<file path="src/rtl/rv32i_types.sv">
// Shared types for the rv32i memory subsystem: arbiter state, grant owner
// and the latched downstream transaction.
package rv32i_types;

  typedef enum logic [1:0] {
    IDLE   = 2'd0,
    I_BUSY = 2'd1,
    D_BUSY = 2'd2
  } arb_state_t;

  typedef enum logic {
    GRANT_I = 1'b0,
    GRANT_D = 1'b1
  } arb_grant_t;

  typedef struct packed {
    logic [31:0] addr;
    logic [31:0] wdata;
    logic [3:0]  be;
    logic        we;
  } mem_txn_t;

endpackage

</file>
<file path="src/rtl/mem_watchdog.sv">
// Saturating busy-cycle counter; raises a sticky expired flag once a granted
// transaction has waited TIMEOUT_CYCLES cycles without a completion.
module mem_watchdog #(
  parameter int TIMEOUT_CYCLES = 1024
) (
  input  logic clk,
  input  logic rst,
  input  logic clear,
  input  logic busy,
  input  logic done,
  output logic expired
);

  localparam int CW = $clog2(TIMEOUT_CYCLES + 1);

  logic [CW-1:0] r_cnt;
  logic          r_expired;
  logic          w_tick;

  assign w_tick  = busy && !done && !clear;
  assign expired = r_expired;

  always_ff @(posedge clk or negedge rst) begin
    if (!rst) begin
      r_cnt     <= '0;
      r_expired <= 1'b0;
    end else begin
      if (clear)
        r_cnt <= '0;
      else if (w_tick && r_cnt != CW'(TIMEOUT_CYCLES))
        r_cnt <= r_cnt + CW'(1);
      // Only reset clears the flag; a late completion leaves it set.
      if (w_tick && r_cnt == CW'(TIMEOUT_CYCLES - 1))
        r_expired <= 1'b1;
    end
  end

endmodule

</file>
<file path="src/rtl/mem_arbiter.sv">
// Two-requester (fetch / data) arbiter onto a single memory port with
// round-robin tie-break and a non-aborting timeout watchdog.
module mem_arbiter
  import rv32i_types::*;
#(
  parameter int TIMEOUT_CYCLES = 1024
) (
  input  logic        clk,
  input  logic        rst,
  input  logic        i_read,
  input  logic [31:0] i_address,
  output logic [31:0] i_rdata,
  output logic        i_resp,
  input  logic        d_read,
  input  logic        d_write,
  input  logic [3:0]  d_byte_enable,
  input  logic [31:0] d_address,
  input  logic [31:0] d_wdata,
  output logic [31:0] d_rdata,
  output logic        d_resp,
  output logic        mem_read,
  output logic        mem_write,
  output logic [3:0]  mem_byte_enable,
  output logic [31:0] mem_address,
  output logic [31:0] mem_wdata,
  input  logic        mem_resp,
  input  logic [31:0] mem_rdata,
  output logic        timeout
);

  arb_state_t r_state, w_next;
  arb_grant_t r_last_grant;
  mem_txn_t   r_txn;
  logic       w_grant_i, w_grant_d, w_busy, w_i_req, w_d_req;

  assign w_i_req = i_read;
  assign w_d_req = d_read | d_write;
  assign w_busy  = (r_state == I_BUSY) || (r_state == D_BUSY);

  always_ff @(posedge clk or negedge rst) begin
    if (!rst) begin
      r_state      <= IDLE;
      r_last_grant <= GRANT_I;
    end else begin
      r_state <= w_next;
      if (w_busy && mem_resp)
        r_last_grant <= (r_state == I_BUSY) ? GRANT_I : GRANT_D;
    end
  end

  always_comb begin
    w_next    = r_state;
    w_grant_i = 1'b0;
    w_grant_d = 1'b0;
    case (r_state)
      IDLE: begin
        if (w_i_req && w_d_req) begin
          w_grant_d = (r_last_grant == GRANT_I);
          w_grant_i = (r_last_grant == GRANT_D);
        end else begin
          w_grant_i = w_i_req;
          w_grant_d = w_d_req;
        end
        if (w_grant_i)      w_next = I_BUSY;
        else if (w_grant_d) w_next = D_BUSY;
      end
      I_BUSY, D_BUSY: if (mem_resp) w_next = IDLE;
      default: w_next = IDLE;
    endcase
  end

  // Requester inputs are sampled only at grant; mid-transaction changes are ignored.
  always_ff @(posedge clk or negedge rst) begin
    if (!rst)
      r_txn <= '0;
    else if (w_grant_i)
      r_txn <= '{addr: i_address, wdata: 32'h0, be: 4'hF, we: 1'b0};
    else if (w_grant_d)
      r_txn <= '{addr: d_address, wdata: d_wdata, be: d_byte_enable, we: d_write};
  end

  always_comb begin
    mem_read        = 1'b0;
    mem_write       = 1'b0;
    mem_byte_enable = 4'h0;
    mem_address     = 32'h0;
    mem_wdata       = 32'h0;
    if (w_busy) begin
      mem_read        = !r_txn.we;
      mem_write       = r_txn.we;
      mem_byte_enable = r_txn.be;
      mem_address     = r_txn.addr;
      mem_wdata       = r_txn.wdata;
    end
    i_resp  = mem_resp && (r_state == I_BUSY);
    d_resp  = mem_resp && (r_state == D_BUSY);
    i_rdata = mem_rdata;
    d_rdata = mem_rdata;
  end

  mem_watchdog #(.TIMEOUT_CYCLES(TIMEOUT_CYCLES)) u_watchdog (
    .clk     (clk),
    .rst     (rst),
    .clear   (w_grant_i | w_grant_d),
    .busy    (w_busy),
    .done    (mem_resp),
    .expired (timeout)
  );

endmodule

</file>
<file path="config.mk">
export PLATFORM = sky130hd
export DESIGN_NAME = mem_arbiter
export DESIGN_NICKNAME = d
export VERILOG_FILES = /design/src/rtl/rv32i_types.sv /design/src/rtl/mem_watchdog.sv /design/src/rtl/mem_arbiter.sv
export SDC_FILE = /design/constraint.sdc
export NUM_CORES = 1
export LEC_CHECK = 0
export ABC_AREA = 1
export BUFFER_PORTS_ARGS = -buffer_cell sky130_fd_sc_hd__buf_2
export CAP_MARGIN = 30
export CELL_PAD_IN_SITES_DETAIL_PLACEMENT = 1
export CELL_PAD_IN_SITES_GLOBAL_PLACEMENT = 2
export CORE_MARGIN = 2
export CORE_UTILIZATION = 24
export CTS_CLUSTER_DIAMETER = 120
export DETAILED_ROUTE_END_ITERATION = 7
export GPL_ROUTABILITY_DRIVEN = 1
export GPL_TIMING_DRIVEN = 0
export PLACE_DENSITY = 0.85
export SLEW_MARGIN = 0
export SYNTH_ARGS = -nofsm -noshare
export SYNTH_HDL_FRONTEND = slang
export SYNTH_SLANG_ARGS = --single-unit
</file>
<file path="constraint.sdc">
create_clock -name clk -period 4.8 [get_ports clk]
set_input_delay 0.24 -clock clk [delete_from_list [all_inputs] [get_ports clk]]
set_output_delay 0.24 -clock clk [all_outputs]
set_load 0.05 [all_outputs]
</file>
**Yosys cells after proc, flatten, opt, wreduce, memory -nomap -nowiden**

Index checks and enable logic that the tools add are counted.

- Register bits: 84
- Bits of input ports: 138
- Output and inout bits: 137
- Logic and storage cells: 55

- $add $sub $neg: 1
- Eq/ne operators: 6
- Mux-type cells: 20
- Bitwise gates (word level): 3
- Reduce and logical (&&, ||, !) cells: 17

Operators with widths:

| kind | number |
|---|---|
| $mux 69 | 2 |
| $mux 32 | 2 |
| $mux 11 | 2 |
| $add 11x1->11 const B | 1 |
| $eq 11x10->1 const B | 1 |
| $ne 11x11->1 const B | 1 |
| $mux 1 | 9 |
| $logic_and 1x1->1 | 8 |
| $mux 2 | 3 |
| $mux 4 | 1 |
| $pmux 2 s2 | 1 |
| $reduce_bool 2->1 | 2 |
| $logic_not 1->1 | 3 |
| $ne 3x1->1 const B | 1 |
| $eq 2x1->1 const B | 1 |
| $eq 2x2->1 const B | 1 |
| $logic_not 2->1 | 1 |
| $ne 2x2->1 const B | 1 |
| $or 1x1->1 | 2 |
| $reduce_and 2->1 | 1 |
| $reduce_or 2->1 | 1 |
| $logic_or 1x1->1 | 1 |
| $not 1->1 | 1 |

**Longest topological paths before layout**

- Word-level depth: 11
- Gate-level depth with buffers: 11
- Gate-level depth less buffers: 9

**By module**

Synthesis repeated with hierarchy kept, for this count alone.

- Cells, all modules: 780
- Area total of the unflattened synthesis: 5,235.0 um2

By module, submodules not included:

| module | times used | cells each | area an instance (um2) | sequential area each (um2) |
|---|---|---|---|---|
| mem_arbiter | 1 | 678 | 4,465.5 | 1,801.7 |
| mem_watchdog | 1 | 102 | 769.5 | 300.3 |

**Worst setup path before layout**

OpenSTA, ideal clock, no wires.

- Path type: register to output
- Start: reg r_state[0]
- End: out mem_read
- Arrival time: 1.488 ns
- Data required time: 4.560 ns
- Slack: 3.072 ns
- Stages on the path, launching flop included: 6
- Path buffers: 1
- Cells stage by stage: dfrtp_1 -> inv_1 -> ha_1 -> buf_4 -> inv_1 -> nor2_1

- Cells in the longest elaborated chain, start to end: 3
- Elaborated cells on any way between the ends: 4
- Those cells by class: eq/ne (2); mux (1); reduce/logical (1)

RTL lines:

| element | RTL line | text |
|---|---|---|
| from (decl) | mem_arbiter.sv:31 | `arb_state_t r_state, w_next;` |
| from (signal assigned) | mem_arbiter.sv:45 | `r_state <= w_next;` |
| $eq 2x1->1 / $eq 2x2->1 (equally long branches) | mem_arbiter.sv:38 | `assign w_busy = (r_state == I_BUSY) \|\| (r_state == D_BUSY);` |
| $logic_or 1x1->1 * | mem_arbiter.sv:38 |  |
| $mux 1 * | mem_arbiter.sv:88 | `if (w_busy) begin` |
| to (decl) | mem_arbiter.sv:21 | `output logic mem_read,` |

Every way passes the cells marked *; elsewhere a longest branch is shown, timed or not.

**Worst setup path after layout**

- Start: reg r_state[0]
- End: out mem_address[0]

- Cells in the longest elaborated chain, start to end: 3
- Elaborated cells on any way between the ends: 4
- Those cells by class: eq/ne (2); mux (1); reduce/logical (1)

RTL lines:

| element | RTL line | text |
|---|---|---|
| $eq 2x1->1 / $eq 2x2->1 (equally long branches) | mem_arbiter.sv:38 |  |
| $logic_or 1x1->1 * | mem_arbiter.sv:38 |  |
| $mux 32 * | mem_arbiter.sv:88 |  |
| to (decl) | mem_arbiter.sv:24 | `output logic [31:0] mem_address,` |

Marked as above.

==> reports/qor.csv <==
stage,metric,value,unit
timing,Clock Skews,0.00994,ns
worst_setup_path,critical path required time,4.56,ns
grt,initial antenna violation count,1,
floorplan,I/O Pins,275,
grt,vias in the first global route,5318,
worst_setup_path,arrival time at the worst endpoint,2.21,ns
placed_design,dpl hpwl,13300,um
logic_synthesis,post-synthesis compound-gate area fraction,0.0817,
logic_synthesis,Syn. warnings,0,
logic_synthesis,syn_nets,885,
logic_synthesis,count of cell types in the netlist,27,
clocking,setup bufs post-CTS,0,
finish,fin util,0.335,
logic_synthesis,dominant synthesized flop cell,dfrtp_1,
min_path,hold crit path type,in -> reg,
floorplan,core outline area,21000,um2
worst_setup_path,cell with the most instances on the worst path,inv_1,
logic_synthesis,number of synthesized flops with an enable pin,0,
logic_synthesis,"Seq/Total Area, Yosys",0.411,
worst_setup_path,worst path cell trace,inv_1 > ha_1 > buf_4 > clkbuf_1 > nand2_1 > inv_1 > buf_2,
finish,share of layout cells above drive strength 1,0.350,
worst_setup_path,"delay-heaviest family, CP",buffers and inverters,
logic_synthesis,Synth Instances,742,
clocking,CTS tree,done,
timing,max-slew violations,0,
placed_design,Port Buffer Count,242,
logic_synthesis,"Avg Cell Area, Syn",6.89,um2
logic_synthesis,multiplexer share of the synthesized area,0,
finish,Final nets,1140,
routing,DRT Pass-1 Iters,6,
routing,DRC viols,0,
run_status,status,completed,
timing,final worst path period need,2.45,ns
routing,routed via count,5197,
routing,DRT Wirelength,17000,um
finish,area grow syn2layout,37.3,%
placed_design,pre-CTS setup slack,2.64,ns
clocking,post-CTS sizing,0,
timing,final period utilization,0.511,
logic_synthesis,Simple-Gate Fraction of Synth Area,0.254,
power,maximum VDD drop,0.242,mV
clocking,clk_lat worst skew,0.35,ns
clocking,clk slew on worst S/H paths,0.08,ns
power,LEAKAGE,4.63,nW
timing,Hold WS,0.110,ns
floorplan,die width,150,um
floorplan,die area,22500,um2
logic_synthesis,area fraction of the dominant cell type after synthesis,0.411,
job,Max-Cap Viols,0,
floorplan,Initial Utilization,0.244,
floorplan,row count,53,
logic_synthesis,"area leader, netlist",dfrtp_1,
timing,Rel. slew slack,0.549,
placed_design,Placer Congestion,0.794,
timing,TNS Setup,0,ns
timing,final hold violations,0,
finish,FF+latch area,2100,um2
worst_setup_path,crit end category,output port,
timing,Worst Tran Pin Value,0.676,ns
worst_setup_path,CP Class,reg -> out,
logic_synthesis,cell area after synthesis,5110,um2
power,Total Power,5.11,mW
worst_setup_path,Reg2Reg Depth,11,
worst_setup_path,critical path's largest stage delay,0.47,ns
grt,pin count of the biggest net entering global routing,61,
routing,ANT nets after route,0,
clocking,clk sinks,84,
worst_setup_path,type of origin of the critical path,flip-flop,
worst_setup_path,Crit Path Max Fanout,10,
timing,final setup violation count,0,
logic_synthesis,largest family of logic cells by synthesized area,simple AND/OR/NAND/NOR gates,
clocking,CTS Root Cell,clkbuf_16,
clocking,H-tree depth,3,
grt,gr ovfl total,0,
grt,first-pass GRT wire length,26700,um
floorplan,Die Span Y,150,um
logic_synthesis,fraction of registers with async set/reset,1.00,
power,Power per Cell Area,728,nW/um2
logic_synthesis,synth cell count leaders,"nand2_1, inv_1, dfrtp_1",
worst_setup_path,CP Depth,7,
finish,multi-input logic area,1800,um2
timing,Max Freq,407,MHz
clocking,hold_buf cts,1,
routing,drt wl/cell,13.3,um
logic_synthesis,top post-synthesis cells by area,"dfrtp_1, nand2_1, inv_1",
logic_synthesis,synthesized flop and latch total,84,
timing,RSZ-0062 raised after global routing,false,
timing,post-route setup slack,2.35,ns
logic_synthesis,Synth Area in XOR/XNOR,0.00343,
logic_synthesis,most frequent cell after synthesis,nand2_1,
routing,first-iteration detailed-routing DRC count,157,
logic_synthesis,Post-Synth Adder-Cell Area,0.0122,
routing,via/cell ratio,4.07,
finish,final-layout fill cell count,2779,
worst_setup_path,CP Buf/Inv Count,5,
worst_setup_path,Critical-path top delay cell,clkbuf_1,
clocking,total CTS buffers,9,
grt,total track usage,0.152,
clocking,Bufs on Longest Clock Path,2,
min_path,Hold Crit Depth,3,
-- where the power goes --
| group | total (mW) | leakage, nW | switching (mW) | internal (mW) |
|---|---|---|---|---|
| logic | 3.19 | 3.41 | 2.45 | 0.744 |
| registers | 1.18 | 1.06 | 0.164 | 1.02 |
| clock network | 0.740 | 0.154 | 0.327 | 0.414 |
-- kinds of logic (layout without fill, tap and decap cells) --
| family | after synthesis | in the layout |
|---|---|---|
| adders and majority gates | 5 | 5 |
| AOI/OAI and AO/OA | 79 | 79 |
| buffers and inverters | 252 | 512 |
| other | 0 | 1 |
| DFF | 84 | 84 |
| and+or+nand+nor | 320 | 320 |
| xor gates and xnor gates | 2 | 2 |
-- flip-flops by register name (all words and copies together), names as in the netlist --
signal              count
r_last_grant            1
r_state                 2
r_txn                  69
u_watchdog.expired      1
u_watchdog.r_cnt       11
-- final timing paths --
check	slack, ns	to	start
min	0.11	r_txn[24]	d_wdata[19]
max	2.35	mem_address[0]	r_state[0]
max in group asynchronous	3.82	r_txn[39]	rst
max reg2reg	2.71	u_watchdog.r_cnt[3]	r_state[0]
min in group asynchronous	0.33	r_txn[18]	rst
min reg2reg	0.48	r_txn[35]	r_txn[35]
-- per-stage QoR --
stage               cells  area (um2)
global route         1277        7020
detailed placement   1260        6700
finish               1278        7020
floorplan             742        5110
global placement     1259        6670
CTS                  1277        7020
-- worst register-to-register path, delay by kind of cell (launching register included) --
family	cells	cell delay, ns
simple gates	6	0.79
flops	1	0.37
buf+inv	4	0.54
fa+ha+maj	1	0.27
-- area by class of cell --
class / count / area share
antenna: 1 / 0.000356
clock inverter: 7 / 0.0119
inverter: 153 / 0.0818
multi-input combinational: 406 / 0.256
clock buffer: 9 / 0.0321
buffer: 99 / 0.0909
sequential: 84 / 0.299
timing repair buffer: 244 / 0.178
tap: 275 / 0.0490
-- per-layer routing --
metal	vias to the layer above	global-route usage	part of all wire
li1	2652	-	-
met1	2388	0.183	0.42
met2	134	0.266	0.50
met3	23	0.0274	0.051
met4	0	0.0646	0.026
met5	-	0	0
-- cells in the final DEF (no fill, tap or decap), types with 2 or more instances in the layout --
master,synthesis,final
buf_2,15,256
nand2_1,246,246
inv_1,151,151
dfrtp_1,84,84
buf_4,66,67
nand3_1,42,42
o21ai_0,39,39
o21ai_1,29,29
clkbuf_1,18,18
nor2_1,17,17
nand4_1,9,9
clkbuf_16,0,9
ha_1,5,5
a21oi_1,4,4
inv_2,2,2
or2_2,2,2
o21bai_1,2,2
clkinv_4,0,2
inv_8,0,2
Note: power is estimated with default switching activity, not from simulation.
